==> src/rtl/key_debounce.sv <==
// Two-flop synchroniser plus press/release filter FSM for one active-low push-button.
// key_flag pulses one cycle and key_state flips CNT_MAX+2 edges after sync1 sees a stable new level.
module key_debounce #(
  parameter int CNT_MAX = 1_000_000,
  parameter int CNT_W   = 20
) (
  input  logic clk,
  input  logic rst_n,
  input  logic key_in,
  output logic key_flag,
  output logic key_state
);

  typedef enum logic [1:0] {
    IDLE      = 2'd0,
    FILTER_DN = 2'd1,
    DOWN      = 2'd2,
    FILTER_UP = 2'd3
  } state_t;

  localparam logic [CNT_W-1:0] CNT_LAST = CNT_W'(CNT_MAX - 1);

  state_t           state;
  logic [CNT_W-1:0] cnt;
  logic             sync1;
  logic             sync2;
  logic             key_d;
  logic             nedge;
  logic             pedge;
  logic             cnt_done;

  // Reset to the idle (released) level so a key held low through reset still yields a falling edge.
  always_ff @(posedge clk) begin
    if (!rst_n) begin
      sync1 <= 1'b1;
      sync2 <= 1'b1;
      key_d <= 1'b1;
    end else begin
      sync1 <= key_in;
      sync2 <= sync1;
      key_d <= sync2;
    end
  end

  assign nedge    = key_d & ~sync2;
  assign pedge    = ~key_d & sync2;
  assign cnt_done = (cnt == CNT_LAST);

  always_ff @(posedge clk) begin
    if (!rst_n) begin
      state     <= IDLE;
      cnt       <= '0;
      key_flag  <= 1'b0;
      key_state <= 1'b1;
    end else begin
      key_flag <= 1'b0;
      case (state)
        IDLE: begin
          cnt <= '0;
          if (nedge) begin
            state <= FILTER_DN;
          end
        end
        FILTER_DN: begin
          // An edge back to released wins even on the final count.
          if (pedge) begin
            state <= IDLE;
            cnt   <= '0;
          end else if (cnt_done) begin
            state     <= DOWN;
            cnt       <= '0;
            key_flag  <= 1'b1;
            key_state <= 1'b0;
          end else begin
            cnt <= cnt + CNT_W'(1);
          end
        end
        DOWN: begin
          cnt <= '0;
          if (pedge) begin
            state <= FILTER_UP;
          end
        end
        FILTER_UP: begin
          if (nedge) begin
            state <= DOWN;
            cnt   <= '0;
          end else if (cnt_done) begin
            state     <= IDLE;
            cnt       <= '0;
            key_flag  <= 1'b1;
            key_state <= 1'b1;
          end else begin
            cnt <= cnt + CNT_W'(1);
          end
        end
        default: begin
          state <= IDLE;
          cnt   <= '0;
        end
      endcase
    end
  end

endmodule

==> config.mk <==
export PLATFORM = sky130hd
export DESIGN_NAME = key_debounce
export DESIGN_NICKNAME = d
export VERILOG_FILES = /design/src/rtl/key_debounce.sv
export SDC_FILE = /design/constraint.sdc
export NUM_CORES = 1
export LEC_CHECK = 0
export CORE_UTILIZATION = 58
export CTS_CLUSTER_SIZE = 25
export DETAILED_ROUTE_END_ITERATION = 10
export GPL_TIMING_DRIVEN = 0
export PLACE_DENSITY = 0.84
export SLEW_MARGIN = 5
export SYNTH_ARGS = -nofsm -noshare
export SYNTH_HDL_FRONTEND = slang
export SYNTH_SLANG_ARGS = --single-unit
==> constraint.sdc <==
create_clock -name clk -period 2.2 [get_ports clk]
set_input_delay 0.44 -clock clk [delete_from_list [all_inputs] [get_ports clk]]
set_output_delay 0.44 -clock clk [all_outputs]
set_load 0.03 [all_outputs]
# Yosys cells after proc, flatten, opt, wreduce, memory -nomap -nowiden
# Cells that the tools add are included.
[totals] ff_bits=27 latch_bits=0 ramBits=0 rom_bits=0 in_bits=3 out_inout_bits=2 wordCells=49 n_memories=0
[classes] n_addsub=1 n_mul=0 div=0 magnitude_cmp=0 n_eq_ne=12 shifts=0 n_mux=20 bitwise=4 reduce_logical=5
[op_table] op="20-bit 2-to-1 mux" count=3
[op_table] op="20-bit one-hot mux with 3 select lines" count=1
[op_table] op="20-bit by 1-bit adder with 20-bit output (second input constant)" count=1
[op_table] op="20-bit == test (second input constant)" count=1
[op_table] op="2-bit 2-to-1 mux" count=6
[op_table] op="2-bit inequality test (second input constant)" count=6
[op_table] op="2-bit one-hot mux with 4 select lines" count=1
[op_table] op="1-bit 2-to-1 mux" count=7
[op_table] op="3-bit inequality test (second input constant)" count=2
[op_table] op="5-bit AND reduction" count=1
[op_table] op="2-bit == test (second input constant)" count=2
[op_table] op="1-bit one-hot mux with 2 select lines" count=2
[op_table] op="4-bit AND reduction" count=1
[op_table] op="1-bit bitwise AND" count=2
[op_table] op="2-bit by 1-bit == test with 1-bit output (second input constant)" count=1
[op_table] op="2-bit zero test" count=1
[op_table] op="1-bit inverter" count=2
[op_table] op="2-bit nonzero test" count=1
[op_table] op="2-bit OR reduction" count=1

# Logic depth before layout (Yosys ltp)
# Gate-level depths: netlist of run 1.
[depth] word_depth=4 mapped_depth=7 mapped_depth_nobuf=5

# Worst setup path after synthesis of run 1
# OpenSTA, ideal clock, no wires.
[synth_timing] kind="reg-to-reg" start="reg cnt[0]" end="reg key_state" setup_time_ns=0.087 arrival_ns=1.412 required_time_ns=2.113 path_slack_ns=0.701 path_stages_with_launch=7 path_buffers=1 synth_period_minus_slack_ns=1.499 path_cell_list="dfxtp_1 ha_1 and4_1 buf_6 and3_1 a31o_1 o31ai_1"
[synth_between] elab_chain_len=3 elab_cells_between_ends=4 cone_classes="3 x eq/ne; 1 x reduce/logical"
[synth_rtl] element="from (decl)" line_no="24" text="logic [CNT_W-1:0] cnt;"
[synth_rtl] element="from (signal assigned)" line_no="75" text="cnt <= cnt + CNT_W'(1);"
[synth_rtl] element="from (signal assigned)" line_no="94" text="cnt <= cnt + CNT_W'(1);"
[synth_rtl] element="20-bit == test *" line_no="47" text="assign cnt_done = (cnt == CNT_LAST);"
[synth_rtl] element="2-bit inequality test (no source line)"
[synth_rtl] element="5-bit AND reduction (no source line) *"
[synth_rtl] element="to (signal assigned)" line_no="54" text="key_state <= 1'b1;"
[synth_rtl] element="to (signal assigned)" line_no="73" text="key_state <= 1'b0;"
[synth_rtl] element="to (signal assigned)" line_no="92" text="key_state <= 1'b1;"
[synth_rtl] element="to (decl)" line_no="11" text="output logic key_state"
# Every way passes the cells marked *; elsewhere a longest branch is shown, timed or not.
# A chain may end at the register's enable or synchronous reset.

# Worst setup path after layout of run 1
[layout_timing] start="reg key_state" end="out key_state"
# No word-level cell between the ends.

==> out/results.txt, run 1 <==
status = finished, final reports clean
power per cell area = 544 nW/um^2
Post-CTS Setup Repair Bufs = 0
post-synth design cell area = 1240 sq um
area leader, netlist = dfxtp_1
Ant. Diodes = 0
min-delay src = sync1
kind of critical path = flop to primary output
Longest Clk Path Bufs = 2
Synth Net Count = 139
static leakage = 0.000470 uW
Yosys cell types = 35
final hold slack = 0.441 ns
largest net degree at the start of global routing = 15
Post-synth EDFFs = 0
clock root buffer = clkbuf_4
ys async rst share = 0%
CTS tree = built
CP startpoint = key_state
floorplan row count = 16
slowest cell on the critical path = clkdlybuf4s50_1
Post-CTS Resized = 0
Core Area = 1980 sq um
most frequent cells after synthesis = dfxtp_1 (27), nor2_1 (19), xor2_1 (13)
Die Width = 48.3 microns
Total Routing Usage GR = 20.6%
Final Hold Fails = 0
final net count = 148
Synth Flop Type = dfxtp_1
routability cong. = 0.846
Period minus WS final = 1.83 ns
Synth Warn # = 0
Starting Density = 62.8%
Final Max Tran Viols = 0
initial antenna violation count = 0
Filler cells = 154
Skew-Pair Late Insertion Delay = 0.33 ns
synthesized flop and latch total = 27
# DRC = 0
Worst EP required = 1.76 ns
# IOs = 5
top post-synthesis cells by area = dfxtp_1 (43%), xor2_1 (9.1%), nor2_1 (5.7%), and4_1 (3.5%), nand4_1 (3.0%)
Clock Skew = 0.00325 ns
clk slew on worst S/H paths = 0.14 ns
cell family with most CP delay = buffers and inverters
max_slew headroom = 71.8%
Crit. End Element = primary output
final worst path period share = 83.1%
Critical Path Source Type = flop
CTS HTree Levels = 1
Mapped Cells = 135
Buf/Inv on CP = 1
RSZ-0062 raised after global routing = no
post-synth top area share = 43.4%
Synth-to-Final Area Change = 8.04%
hold buffer count at CTS = 0
area of the multi-input gates = 656 sq um
worst r2r src = cnt[14]
Port-buffer cells = 4
first-pass GRT wire length = 3710 microns
1st-iter DRT viols = 11
drt first pass iters = 4
CP max stage delay = 0.68 ns
die area = 2340 sq um
Power, Total = 731 uW
sequential area share after synthesis = 43.4%
wire per inst = 12.8 microns
worst slew pin tran = 0.418 ns
clk sink count = 27
worst-path cell chain = clkdlybuf4s50_1
CTS buffer count = 3
HP Class = flop to flop
DRT Wirelength = 2180 microns
Peak Freq = 547 MHz
GR Overflow Total = 0
setup violators final = 0
number of global-route vias before repair = 856
dpl hpwl = 1600 microns
Setup TNS = 0 ns
Die Y = 48.3 microns
max_cap viols = 0
peak supply drop = 0.488 mV
Critical Path AT = 1.39 ns
share of cells above drive strength 1 = 8.39%
post-route ant nets = 0
top-count cell post-synth = dfxtp_1
FF/Latch Area = 541 sq um
Post-Syn Area per Cell = 9.22 sq um
Vias/cell = 5.68
via count = 966
CP Max Fanout = 3
power breakdown:
group | internal, uW | switching [uW] | total [uW]
clock network | 71.2 | 145 | 216
logic | 9.66 | 9.70 | 19.4
registers | 493 | 3.22 | 496
layout by cell type (no fill, tap or decap), drive strengths merged:
master and n:
nand2 9, and2 1, xnor2 1, a21oi 6, inv 2, and4 6, dfxtp 27, nor3 2
nand4 7, nor2b 2, o31ai 1, o2111ai 1, o21a 1, nand2b 4, nor2 19, nor4bb 1
ha 1, buf 4, nor4b 1, xor2 13, o21ai 4, or3 4, and3 3, clkbuf 5
nand3 8, o211a 1, clkdlybuf4s50 4, mux2i 2, o221a 1, nor4 1, a31o 1
path summary, 6_finish.rpt:
check,endpoint,slack [ns],cells after the start
max,key_state,0.37,1
min,sync2,0.44,1
min reg2reg,sync2,0.44,1
max reg2reg,cnt[5],0.44,5
through the flow:
| step | setup WS [ns] | instances | utilization (%) | area (sq um) |
|---|---|---|---|---|
| CTS | 0.366 | 170 | 67.9 | 1350 |
| floorplan | 0.701 | 135 | - | 1240 |
| global placement | 0.572 | 166 | 66.5 | 1320 |
| finish | 0.372 | 170 | 67.9 | 1350 |
| global route | 0.305 | 170 | 67.9 | 1350 |
| detailed placement | 0.486 | 166 | 66.5 | 1320 |
registers in the layout (all words and copies together) (netlist names):
name       count
key_d          1
sync2          1
state          2
key_state      1
key_flag       1
sync1          1
cnt           20
cells by family (layout without fill, tap and decap cells):
logic type / Yosys count / count (layout) / synth area share [%]
AOI/OAI and AO/OA: 16 / 16 / 9.15
muxes: 2 / 2 / 1.61
adders and majority gates: 1 / 1 / 1.00
DFF: 27 / 27 / 43.4
and+or+nand+nor: 68 / 68 / 31.1
xor gates and xnor gates: 14 / 14 / 9.85
buffers and inverters: 7 / 15 / 3.92
cell type report:
class,instances,share of cell area [%]
timing repair buffer,4,2.98
multi-input combinational,101,48.7
sequential,27,40.2
buffer,5,3.07
clock buffer,4,1.95
inverter,2,0.558
tap,27,2.51
layer usage:
metal	GRT usage [%]	share of wire, %	vias to the layer above
li1	-	-	494
met1	28.2	49	458
met2	31.2	47	9
met3	3.77	2.1	5
met4	10.3	1.9	0
met5	0	0	-
Power figures use the tool's default switching activity.
==> run 2: changes to the inputs <==
CORE_UTILIZATION = 52   (was 58)
PLACE_DENSITY = 0.8   (was 0.84)
clock period = 1.6 ns   (was 2.2 ns; I/O delays follow)
==> run 2 against run 1 <==
  * Worst setup slack got worse by 0.36 ns
  * Clock skew rose by 0.0082 ns
  * Via count rose by 7.9%
  * Sequential power rose by 38%
  * Critical path depth rose by 6
  * Register-to-register slack got worse by 0.43 ns
  * First-iteration DRC count rose by 130%
  * Power rose by 42%
  * Die area rose by 11%
  * Highest routed layer unchanged
==> out/results.txt, run 2 (synthesis gave the netlist of run 1 again) <==
first-pass GRT wire length = 4040 microns
Comb pwr share = 3.5%
met3 WL = 57 microns
1st-iter DRT viols = 25
Worst EP required = 1.83 ns
RSZ-0062 raised after global routing = yes
final std cells w/o fill = 179
max_slew headroom = 78.7%
power per cell area = 681 nW/um^2
GR Overflow Total = 0
Largest Register = cnt
peak supply drop = 0.494 mV
via count = 1,042
setup violators final = 0
Critical Path AT = 1.82 ns
floorplan row count = 17
Port-buffer cells = 4
clk slew on worst S/H paths = 0.16 ns
Critical Path Source Type = flop
Peak Freq = 629 MHz
commonest cells after routing, fill and taps aside = dfxtp_1 (19), nor2_1 (15), xor2_1 (13)
Period minus WS final = 1.59 ns
metal2 WL = 1310 microns
initial antenna violation count = 0
Power, Total = 1040 uW
met1 WL = 1240 microns
Post-Place Cells = 167
fraction of power consumed by sequential logic = 65.7%
clk sink count = 27
Total Routing Usage GR = 20.8%
worst r2r src = cnt[1]
Synth-to-Final Area Change = 22.7%
Die Y = 50.9 microns
status = finished, final reports clean
min-delay src = sync1
biggest regs = cnt x20, state x2
Post-Place Setup Slack = -0.0700 ns
Skew-Pair Late Insertion Delay = 0.33 ns
number of global-route vias before repair = 985
Crit. End Element = flop
max_cap viols = 0
share of cells above drive strength 1 = 29.1%
Final Max Tran Viols = 0
HP Class = flop to flop
Clock Skew = 0.0114 ns
CTS tree = built
routability cong. = 0.772
number of flip-flops in the largest register = 20
Filler cells = 178
worst setup margin = 0.0107 ns
R2R setup slack = 0.01 ns
Vias/cell = 5.82
Starting Density = 55.7%
Sw Pwr = 241 uW
clock root buffer = clkbuf_4
static leakage = 0.000550 uW
switching power share of the total = 23.2%
dpl hpwl = 1650 microns
hold depth = 1
kind of critical path = flop to flop
DRT Wirelength = 2650 microns
top sig layer = met4
# DRC = 0
drt first pass iters = 4
post-route ant nets = 0
die area = 2590 sq um
fin util = 68.4%
# IOs = 5
worst slew pin tran = 0.313 ns
final worst path period share = 99.3%
CTS HTree Levels = 1
Hold Path End = sync2
CTS buffer count = 3
largest net degree at the start of global routing = 18
commonest non-fill, non-tap cell in the layout = dfxtp_1
P_int = 799 uW
R2R depth = 7
r2r endpoint = cnt[19]
Core Area = 2230 sq um
Clk network pwr share = 30.8%
final net count = 156
wire per inst = 14.8 microns
Longest Clk Path Bufs = 2
Final Hold Fails = 0
Die Width = 50.9 microns
Ant. Diodes = 0
CP Max Fanout = 5
run 2: cell types whose count changed in the layout (fill, tap and decap cells not counted), sizes merged:
cell	change
buf	+9
clkbuf	-2
clkdlybuf4s50	-2
dlygate4sd2	+2
inv	+1
run 2: worst max-delay path by stage:
stage / from / end / slack [ns] / cells after the start
3_3_place_gp: cnt[14] / cnt[4] / -0.02 / 5
6_report: cnt[1] / cnt[19] / 0.01 / 7
3_5_place_dp: cnt[14] / cnt[6] / -0.07 / 5
5_1_grt: cnt[1] / cnt[19] / -0.05 / 7
4_1_cts: cnt[14] / cnt[15] / 0.002 / 5
2_1_floorplan: cnt[0] / key_state / 0.10 / 6
run 2: cell type report:
class,count,area [sq um],area share [%]
plain buffers,4,45.0,2.95
clock inverters,1,8.76,0.573
inverters,2,7.51,0.491
clock buffers,3,22.5,1.47
repair buffers,13,110,7.21
well taps,28,35.0,2.29
multi-input cells,101,748,49.0
flip-flops and latches,27,551,36.0
run 2: power by group through the flow:
stage                     logic (uW)  registers (uW)  clock network, uW
final                           36.8             683                320
after global routing            39.9             684                355
after CTS                       28.2             682                322
after detailed placement        26.9             697                  0
after global placement          26.0             696                  0
after floorplan                 16.1             696                  0
run 2: repair_timing:
item	4_1_cts	5_1_grt
setup buffers	0	6
hold buffers	0	0
pin swaps	0	4
resized for setup	9	27
cloned	0	3
setup endpoints to repair	23	22
run 2: through the flow:
stage                     cell area [sq um]  hold WS [ns]  setup TNS, ns
after detailed placement               1320         0.395          -1.23
after CTS                              1380         0.431              0
final                                  1530         0.429              0
after global routing                   1530         0.469         -0.653
after floorplan                        1240         0.386              0
after global placement                 1320         0.389         -0.234
run 2: routing by layer:
| layer | up-vias | track usage (%) |
|---|---|---|
| met5 | - | 0 |
| met3 | 4 | 4.17 |
| met1 | 512 | 23.4 |
| met4 | 0 | 9.26 |
| met2 | 14 | 37.3 |
| li1 | 512 | - |
run 2: critical path: stages, from the launching register on:
cell       delay [ns]
dfxtp_2          0.39
ha_4             0.15
and4_4           0.24
buf_6            0.13
nand2_4          0.06
o2111ai_4        0.30
buf_6            0.18
a21oi_1          0.04
